`config.mk`:
```
export PLATFORM = sky130hd
export DESIGN_NAME = spram_fifo_ctrl
export DESIGN_NICKNAME = d
export VERILOG_FILES = /design/src/rtl/spram_fifo_ctrl.sv
export SDC_FILE = /design/constraint.sdc
export NUM_CORES = 1
export LEC_CHECK = 0
export ABC_AREA = 1
export CORE_MARGIN = 8
export CORE_UTILIZATION = 47
export CTS_BUF_LIST = sky130_fd_sc_hd__clkbuf_4 sky130_fd_sc_hd__clkbuf_8 sky130_fd_sc_hd__clkbuf_16
export CTS_CLUSTER_DIAMETER = 60
export DETAILED_ROUTE_END_ITERATION = 10
export GPL_TIMING_DRIVEN = 1
export PLACE_DENSITY = 0.74
export SLEW_MARGIN = 20
export SYNTH_ARGS = -nofsm -noshare
export SYNTH_HDL_FRONTEND = slang
export SYNTH_SLANG_ARGS = --single-unit
```
`constraint.sdc`:
```
create_clock -name i_clk -period 3.4 [get_ports i_clk]
set_input_delay 0.68 -clock i_clk [delete_from_list [all_inputs] [get_ports i_clk]]
set_output_delay 0.68 -clock i_clk [all_outputs]
set_load 0.02 [all_outputs]
```
`src/rtl/spram_fifo_ctrl.sv`:
```
// Turns one single-port SRAM (1-cycle read latency) into a first-word-fall-through FIFO.
// Each cycle one access is granted: commit the staged write word or prefetch into a 2-entry output buffer.
module spram_fifo_ctrl #(
  parameter int DATA_WIDTH = 8,
  parameter int FIFO_DEPTH = 32,
  parameter int ADDR_WIDTH = $clog2(FIFO_DEPTH),
  parameter int CNT_WIDTH  = $clog2(FIFO_DEPTH+4)
) (
  input  logic                  i_clk,
  input  logic                  i_rst_n,
  input  logic                  i_wr_valid,
  input  logic [DATA_WIDTH-1:0] i_wr_data,
  output logic                  o_wr_ready,
  output logic                  o_rd_valid,
  output logic [DATA_WIDTH-1:0] o_rd_data,
  input  logic                  i_rd_ready,
  output logic                  o_mem_en,
  output logic                  o_mem_we,
  output logic [ADDR_WIDTH-1:0] o_mem_addr,
  output logic [DATA_WIDTH-1:0] o_mem_wdata,
  input  logic [DATA_WIDTH-1:0] i_mem_rdata,
  output logic [CNT_WIDTH-1:0]  o_count
);
  localparam logic [ADDR_WIDTH-1:0] LAST_ADDR = ADDR_WIDTH'(FIFO_DEPTH-1);
  localparam logic [CNT_WIDTH-1:0]  DEPTH_C   = CNT_WIDTH'(FIFO_DEPTH);

  logic                  r_stg_valid;
  logic [DATA_WIDTH-1:0] r_stg_data;
  logic [ADDR_WIDTH-1:0] r_wptr, r_rptr;
  logic [CNT_WIDTH-1:0]  r_mem_count, r_count;
  logic [DATA_WIDTH-1:0] r_ob0, r_ob1;
  logic [1:0]            r_occ;
  logic                  r_inflight, r_last_rd;

  logic                  w_wr_req, w_rd_req, w_wr_grant, w_rd_grant, w_push, w_pop;
  logic                  w_stg_valid_nx;
  logic [CNT_WIDTH-1:0]  w_mem_count_nx;
  logic [DATA_WIDTH-1:0] w_ob0_nx, w_ob1_nx;
  logic [1:0]            w_occ_nx;

  // Read request counts the in-flight word so the buffer can never be overrun.
  assign w_wr_req   = r_stg_valid && (r_mem_count < DEPTH_C);
  assign w_rd_req   = (r_mem_count != '0) &&
                      ((r_occ == 2'd0) || ((r_occ == 2'd1) && !r_inflight));
  assign w_wr_grant = w_wr_req && (!w_rd_req || r_last_rd);
  assign w_rd_grant = w_rd_req && (!w_wr_req || !r_last_rd);

  assign o_wr_ready  = !r_stg_valid || w_wr_grant;
  assign o_rd_valid  = (r_occ != 2'd0);
  assign o_rd_data   = r_ob0;
  assign o_mem_en    = w_wr_grant || w_rd_grant;
  assign o_mem_we    = w_wr_grant;
  assign o_mem_addr  = w_wr_grant ? r_wptr : r_rptr;
  assign o_mem_wdata = r_stg_data;
  assign o_count     = r_count;

  assign w_push         = i_wr_valid && o_wr_ready;
  assign w_pop          = o_rd_valid && i_rd_ready;
  assign w_stg_valid_nx = w_push || (r_stg_valid && !w_wr_grant);
  assign w_mem_count_nx = r_mem_count + CNT_WIDTH'(w_wr_grant) - CNT_WIDTH'(w_rd_grant);

  // Output buffer: ob0 is the head; returning SRAM data lands behind any held word.
  always_comb begin
    w_ob0_nx = r_ob0;
    w_ob1_nx = r_ob1;
    w_occ_nx = r_occ;
    case ({r_inflight, w_pop})
      2'b10: begin
        if (r_occ == 2'd0) w_ob0_nx = i_mem_rdata;
        else               w_ob1_nx = i_mem_rdata;
        w_occ_nx = r_occ + 2'd1;
      end
      2'b01: begin
        w_ob0_nx = r_ob1;
        w_occ_nx = r_occ - 2'd1;
      end
      2'b11: begin
        if (r_occ == 2'd1) w_ob0_nx = i_mem_rdata;
        else begin
          w_ob0_nx = r_ob1;
          w_ob1_nx = i_mem_rdata;
        end
      end
      default: ;
    endcase
  end

  always_ff @(posedge i_clk) begin
    if (!i_rst_n) begin
      r_stg_valid <= 1'b0;
      r_stg_data  <= '0;
      r_wptr      <= '0;
      r_rptr      <= '0;
      r_mem_count <= '0;
      r_ob0       <= '0;
      r_ob1       <= '0;
      r_occ       <= 2'd0;
      r_inflight  <= 1'b0;
      r_last_rd   <= 1'b1;
      r_count     <= '0;
    end else begin
      r_stg_valid <= w_stg_valid_nx;
      if (w_push) r_stg_data <= i_wr_data;
      if (w_wr_grant) r_wptr <= (r_wptr == LAST_ADDR) ? '0 : r_wptr + ADDR_WIDTH'(1);
      if (w_rd_grant) r_rptr <= (r_rptr == LAST_ADDR) ? '0 : r_rptr + ADDR_WIDTH'(1);
      if (w_wr_grant || w_rd_grant) r_last_rd <= w_rd_grant;
      r_mem_count <= w_mem_count_nx;
      r_ob0       <= w_ob0_nx;
      r_ob1       <= w_ob1_nx;
      r_occ       <= w_occ_nx;
      r_inflight  <= w_rd_grant;
      r_count     <= w_mem_count_nx + CNT_WIDTH'(w_stg_valid_nx) +
                     CNT_WIDTH'(w_occ_nx) + CNT_WIDTH'(w_rd_grant);
    end
  end
endmodule

```
==> results of run 1 <==
==> through the flow <==
step	area, µm²	hold WS (ns)
6_report	3543	0.4665
5_1_grt	3543	0.4989
4_1_cts	3466	0.4712
3_5_place_dp	3362	0.4575
3_3_place_gp	3362	0.4525
2_1_floorplan	2739	0.4427
==> registers in the layout (all words and copies together) (netlist names) <==
register,flops
r_occ,2
r_ob1,8
r_wptr,5
o_count,6
r_mem_count,6
o_rd_data,8
o_mem_wdata,8
r_stg_valid,1
r_rptr,5
r_inflight,1
r_last_rd,1
==> final timing paths <==
path                            slack, ns    endpoint  startpoint
worst min register to register       0.47   r_wptr[3]   r_wptr[3]
worst min-delay path                 0.47   r_wptr[3]   r_wptr[3]
worst max-delay path                 0.16  o_count[5]    r_occ[0]
worst max register to register       0.16  o_count[5]    r_occ[0]
==> cell families (layout without fill, tap and decap cells) <==
family | after synthesis | count (layout) | synth area share, %
adders and majority gates | 24 | 24 | 11.79
AOI/OAI and AO/OA | 70 | 70 | 14.12
xor gates and xnor gates | 3 | 3 | 0.9595
DFF | 51 | 51 | 37.28
buffers and inverters | 79 | 138 | 11.97
and+or+nand+nor | 148 | 148 | 23.89
==> cell type report <==
| class | instances | share of cell area, % |
|---|---|---|
| Clock buffer | 6 | 2.331 |
| Clock inverter | 1 | 0.1412 |
| Inverter | 67 | 7.097 |
| Multi-Input combinational cell | 245 | 41.74 |
| Sequential cell | 51 | 28.95 |
| Tap cell | 75 | 2.648 |
| Timing Repair Buffer | 64 | 17.09 |
==> Yosys cell counts (3+ instances only) <==
| library cell | count |
|---|---|
| o21ai_0 | 38 |
| a21oi_1 | 18 |
| dfxtp_1 | 51 |
| clkbuf_1 | 4 |
| buf_6 | 3 |
| inv_2 | 4 |
| buf_2 | 4 |
| nor2_1 | 54 |
| nand3_1 | 31 |
| ha_1 | 21 |
| xor2_1 | 3 |
| inv_1 | 62 |
| o211ai_1 | 9 |
| fa_1 | 3 |
| nor2_2 | 3 |
| nor3_1 | 3 |
| nand2_1 | 48 |
==> repair_timing <==
item,in CTS,in global routing
endpoints found under the setup margin,1,4
gates resized for setup,3,19
pin swaps,0,4
==> worst reg2reg max path, delay by kind of cell (launching register included) <==
kind	cells	cell delay, ns
buf+inv	6	0.39
simple gates	9	0.70
fa+ha+maj	6	1.68
flops	1	0.38
==> routing by layer <==
metal / track usage [%] / up-vias
li1: - / 1310
met2: 25.51 / 63
met3: 3.722 / 4
met4: 4.564 / 0
met1: 17.88 / 1152
met5: 0 / -
==> where the power goes <==
| group | total (mW) | switching (mW) | internal [mW] | leakage [nW] |
|---|---|---|---|---|
| sequential | 0.883 | 0.0958 | 0.787 | 0.423 |
| clock | 0.354 | 0.194 | 0.160 | 0.0470 |
| combinational | 2.42 | 1.39 | 1.04 | 1.17 |
==> results by group, run 1 <==
Timing
  • Hold Fails Final Rpt: 0
  • Clock skew: 0.005970 ns
  • Post-route clock period utilization: 95.16%
  • Setup TNS: 0 ns
  • Minimum clock period: 3.236 ns
  • Slew Viols, Final: 0
  • Setup WS post-layout: 0.1645 ns
  • Peak Freq: 0.3091 GHz
  • Headroom to the max-slew limit: 56.98%
  • Least-Margin Pin Slew: 0.6452 ns
  • Endpoints failing setup: 0

Global routing
  • Largest net degree at the start of global routing: 22
  • Total congestion overflow: 0
  • Initial antenna violation count: 0
  • First-pass GRT wire length: 10.70 mm
  • Vias in the first global route: 2408
  • Gr usage total: 14.89%

Placed design
  • Routability Congestion: 0.7984
  • # port buffers: 50
  • Worst slack, placed: -0.1522 ns
  • DP Cell Count: 502
  • Dpl hpwl: 4.723 mm

Worst setup path
  • Worst setup SP type: flip-flop
  • CP cell instances: inv_1 > ha_4 > inv_2 > nand2_2 > nand3_2 > inv_1 > ha_1 > inv_2 > ha_4 > inv_1 > fa_1 > inv_2 > ha_4 > ha_1 > nand3_2 > nand2_2 > nand3_2 > nor2_2 > nand2_1 > nand2_1 > nor2_1
  • Number of cells on the critical path: 21
  • FF-to-FF path depth: 21
  • Setup CP Type: flip-flop to flip-flop
  • CP max FO: 3
  • CP endpoint kind: flip-flop
  • WP data arrival: 3.43 ns
  • Worst EP required: 3.60 ns
  • Crit-path slowest cell: fa_1
  • Family with the most delay on the worst path: adder cells
  • Buf/Inv on CP: 6
  • Slowest Stage Delay on Critical Path: 0.57 ns

Yosys
  • Mapped cell area: 2739 µm²
  • Synth warnings: 0
  • Post-Syn Area per Cell: 7.304 µm²
  • Net Count, Synth: 419
  • Ys async rst share: 0%
  • Sequential cell area fraction in the yosys report: 37.28%
  • Top cells by area, synth: dfxtp_1 (37%), ha_1 (9.6%), inv_1 (8.5%)
  • Area share of the largest cell type after synthesis: 37.28%
  • Post-synth top area cell: dfxtp_1
  • Gate Count Post-Synth: 375
  • Unique masters post-synth: 30
  • Flops & latches, synth: 51
  • Top_reg_cell synth: dfxtp_1
  • Number of synthesized flops with an enable pin: 0

Layout
  • Final Util: 61.30%
  • Antenna Cells: 0
  • Commonest non-fill, non-tap cell in the layout: inv_1
  • Share of post-route cells with drive strength above 1: 12.67%
  • Commonest cells after routing, fill and taps aside: inv_1 (59), nor2_1 (53), clkdlybuf4s50_1 (50)
  • Multi-input gate area: 1479 µm²
  • Total Nets Final: 478
  • Seq. cell area: 1026 µm²
  • Final cell count without fillers: 509
  • Filler Cells Inserted: 514
  • P&R area growth vs syn: 29.37%

Detailed routing
  • Drt total wl: 6.349 mm
  • Post-DRT Antenna Nets: 0
  • Via count: 2529
  • WL/cell: 12.47 µm
  • Highest routed layer: met4
  • Drt via density: 4.969
  • Met1 Wirelength: 2.875 mm
  • Met2 wire len: 3.105 mm
  • DR WL met3: 305 µm
  • First-pass detailed-route iteration total: 6
  • # DRC: 0
  • Starting DRC count in detailed routing: 99

CTS
  • Cts bufs inserted: 5
  • CTS H-tree depth: 2
  • CTS clk-pin slew, worst paths: 0.09 ns
  • Worst skew pair latency: 0.30 ns
  • Postcts setup bufs: 0
  • CTS Root Cell: clkbuf_8
  • CTS tree: built
  • CTS sink count: 51
  • # hold bufs at CTS: 0
  • CTS max path bufs: 2

Pwr
  • Final Power: 3.662 mW
  • VDD IR max: 819.6 µV
  • Power per standard cell area: 1034 nW/µm²
  • Leakage: 1.639 nW

Flow run
  • Max-cap violations: 0

Floorplan
  • Die Span X: 92.34 µm
  • IO Pins: 51
  • Die area: 8526 µm²
  • Die Ht: 92.34 µm
  • Rows: 28
  • Core region area: 5781 µm²
  • Starting Density: 47.38%

Hold path
  • Worst Hold Depth: 2
  • Worst hold-check path type: flip-flop to flip-flop

Status
  • Outcome: finished, final reports clean
No activity file was read; power rests on OpenSTA's default activity.
==> inputs of run 2 (changes only) <==
--- a/config.mk
+++ b/config.mk
@@ -6,12 +6,13 @@
 export NUM_CORES = 1
 export LEC_CHECK = 0
 export ABC_AREA = 1
-export CORE_MARGIN = 8
+export CORE_MARGIN = 1.5
 export CORE_UTILIZATION = 47
 export CTS_BUF_LIST = sky130_fd_sc_hd__clkbuf_4 sky130_fd_sc_hd__clkbuf_8 sky130_fd_sc_hd__clkbuf_16
-export CTS_CLUSTER_DIAMETER = 60
+export CTS_CLUSTER_DIAMETER = 120
 export DETAILED_ROUTE_END_ITERATION = 10
 export GPL_TIMING_DRIVEN = 1
+export MAX_ROUTING_LAYER = met4
 export PLACE_DENSITY = 0.74
 export SLEW_MARGIN = 20
 export SYNTH_ARGS = -nofsm -noshare
==> run 2 against run 1 <==
Against the previous run:
- largest cell class unchanged
- sequential cell count stayed put
- register-to-register slack hardly changed
- core utilization is 2.6 points higher
- clock power is 17% higher
==> results by group, run 2 (synthesized netlist as in run 1, its figures left out) <==
Pwr
  • Power per standard cell area: 1036 nW/µm² (+0.28%)
  • VDD IR max: 741.5 µV (-9.5%)
  • Leakage: 1.646 nW (+0.46%)

Detailed routing
  • WL/cell: 11.48 µm (-7.9%)
  • # DRC: 0 (unchanged)
  • Via count: 2500 (-1.1%)
  • Starting DRC count in detailed routing: 127 (+28%)
  • First-pass detailed-route iteration total: 4 (-2)
  • Drt via density: 4.941 (-0.56%)
  • Drt total wl: 5.810 mm (-8.5%)
  • Post-DRT Antenna Nets: 0 (unchanged)

Global routing
  • Total congestion overflow: 0 (unchanged)
  • Largest net degree at the start of global routing: 25 (+14%)
  • Gr usage total: 20.19% (+5.3 points)
  • Initial antenna violation count: 0 (unchanged)
  • Vias in the first global route: 2311 (-4.0%)
  • First-pass GRT wire length: 9.908 mm (-7.4%)

Layout
  • Total Nets Final: 478 (unchanged)
  • Commonest cells after routing, fill and taps aside: inv_1 (58), nor2_1 (53), clkdlybuf4s50_1 (50), dfxtp_1 (50), nand2_1 (47)
  • Filler Cells Inserted: 492 (-4.3%)
  • P&R area growth vs syn: 29.97%
  • Commonest non-fill, non-tap cell in the layout: inv_1
  • Final Util: 63.86% (+2.6 points)
  • Antenna Cells: 0 (unchanged)
  • Share of post-route cells with drive strength above 1: 12.67% (unchanged)

Worst setup path
  • Worst Setup SP: r_occ[0]
  • FF-to-FF setup slack: 0.18 ns (about the same)
  • Worst setup path end: o_count[5]
  • WP data arrival: 3.42 ns (about the same)
  • CP endpoint kind: flip-flop
  • FF-to-FF path depth: 21 (unchanged)
  • Reg2reg end: o_count[5]
  • FF-to-FF Start: r_occ[0]
  • Setup CP Type: flip-flop to flip-flop
  • CP max FO: 3 (unchanged)
  • Worst setup SP type: flip-flop
  • Worst EP required: 3.60 ns (about the same)

Floorplan
  • Starting Density: 49.14% (+1.8 points)
  • IO Pins: 51 (unchanged)
  • Die Ht: 79.34 µm (-14%)
  • Core region area: 5574 µm² (-3.6%)
  • Rows: 27 (-3.6%)
  • Die Span X: 79.34 µm (-14%)
  • Die area: 6294 µm² (-26%)

Timing
  • Peak Freq: 0.3104 GHz (+0.45%)
  • Headroom to the max-slew limit: 53.63% (-3.3 points)
  • Slew Viols, Final: 0 (unchanged)
  • Least-Margin Pin Slew: 0.6933 ns (+0.04811 ns)
  • Hold Fails Final Rpt: 0 (unchanged)
  • Endpoints failing setup: 0 (unchanged)
  • Setup WS post-layout: 0.1788 ns (+0.01434 ns)
  • Clock skew: 0.007248 ns (+0.001278 ns)
  • Minimum clock period: 3.221 ns (-0.01433 ns)
  • Post-route clock period utilization: 94.74% (-0.42 points)

CTS
  • CTS tree: built
  • CTS H-tree depth: 2 (unchanged)
  • Cts bufs inserted: 5 (unchanged)
  • CTS Root Cell: clkbuf_8
  • Worst skew pair latency: 0.30 ns (about the same)
  • CTS sink count: 51 (unchanged)
  • CTS clk-pin slew, worst paths: 0.09 ns (about the same)
  • CTS max path bufs: 2 (unchanged)

Placed design
  • Dpl hpwl: 4.320 mm (-8.5%)
  • # port buffers: 50 (unchanged)
  • Worst slack, placed: -0.05886 ns (+0.09331 ns)
  • Routability Congestion: 0.8282 (+3.7%)

Flow run
  • Max-cap violations: 0 (unchanged)

Status
  • Outcome: finished, final reports clean

Hold path
  • Worst hold-check path type: flip-flop to flip-flop
## run 2: cell types whose count changed in the layout (fill, tap and decap cells not counted)
cell | previous run | this run
buf_12 | 0 | 1
ha_4 | 5 | 4
dfxtp_1 | 49 | 50
clkinv_2 | 1 | 0
buf_4 | 14 | 13
ha_2 | 0 | 1
dfxtp_2 | 1 | 0
clkbuf_4 | 0 | 1
inv_2 | 7 | 8
bufinv_16 | 0 | 1
inv_1 | 59 | 58
clkbuf_8 | 6 | 5
## run 2: layout make-up
cell class | instances | area (µm²) | share of cell area (%)
Tap cell | 72 | 90.09 | 2.531
Clock inverter | 1 | 30.03 | 0.8436
Inverter | 67 | 251.5 | 7.065
Timing Repair Buffer | 64 | 618.1 | 17.36
Clock buffer | 6 | 76.32 | 2.144
Multi-Input combinational cell | 245 | 1469 | 41.27
Sequential cell | 51 | 1025 | 28.79
## run 2: what timing repair did
action	CTS	global route
pin swaps	0	5
hold buffers	0	0
endpoints found under the setup margin	2	3
buffers inserted	0	3
hold endpoints to repair	0	0
gates resized for setup	3	18
## run 2: worst min path at each step
stage                   start   endpoint  slack, ns  cells after the start
finish              r_wptr[3]  r_wptr[3]       0.47                      2
global route        r_wptr[3]  r_wptr[3]       0.51                      2
CTS                 r_wptr[3]  r_wptr[3]       0.47                      2
detailed placement  r_wptr[3]  r_wptr[3]       0.45                      2
global placement    r_wptr[3]  r_wptr[3]       0.45                      2
floorplan           r_rptr[4]  r_rptr[4]       0.44                      2
## run 2: per-stage QoR
stage	hold WS, ns	area [µm²]	std cells	total power [mW]	TNS, ns
2_1_floorplan	0.4427	2739	375	2.382	0
3_3_place_gp	0.4523	3348	496	2.955	-0.01305
3_5_place_dp	0.4550	3348	496	3.016	-0.07273
4_1_cts	0.4682	3473	503	3.488	0
5_1_grt	0.5052	3560	506	4.060	-0.01893
6_report	0.4659	3560	506	3.689	0
## run 2: routing by layer
layer  track usage, %  up-vias  part of all wire (%)
li1                 -     1312                     -
met1            24.54     1129                    46
met2            34.96       49                    49
met3            3.103       10                   3.8
met4            5.263        0                  0.98
met5                -        -                     0
## run 2: worst max-delay path, cell delays in order (launching register included)
cell     delay, ns
dfxtp_4       0.38
inv_1         0.06
ha_2          0.19
inv_2         0.06
nand2_2       0.07
nand3_2       0.09
inv_2         0.05
ha_1          0.28
inv_2         0.07
ha_4          0.13
inv_1         0.05
fa_1          0.57
inv_2         0.06
ha_4          0.25
ha_1          0.29
nand3_2       0.08
nand2_2       0.07
nand3_2       0.09
nor2_2        0.13
nand2_1       0.06
nand2_1       0.05
nor2_1        0.05
## run 2: report_power, final
group,switching [mW],leakage [nW],internal (mW)
clock network,0.189,0.0547,0.224
registers,0.0981,0.423,0.787
logic,1.36,1.17,1.03
total,1.65,1.65,2.04
==> inputs of run 3 (changes only) <==
--- a/config.mk
+++ b/config.mk
@@ -6,6 +6,7 @@
 export NUM_CORES = 1
 export LEC_CHECK = 0
 export ABC_AREA = 1
+export CAP_MARGIN = 20
 export CORE_MARGIN = 1.5
 export CORE_UTILIZATION = 47
 export CTS_BUF_LIST = sky130_fd_sc_hd__clkbuf_4 sky130_fd_sc_hd__clkbuf_8 sky130_fd_sc_hd__clkbuf_16
==> results of run 3 <==
The final DEF is identical to that of run 2; final timing and power are the same.
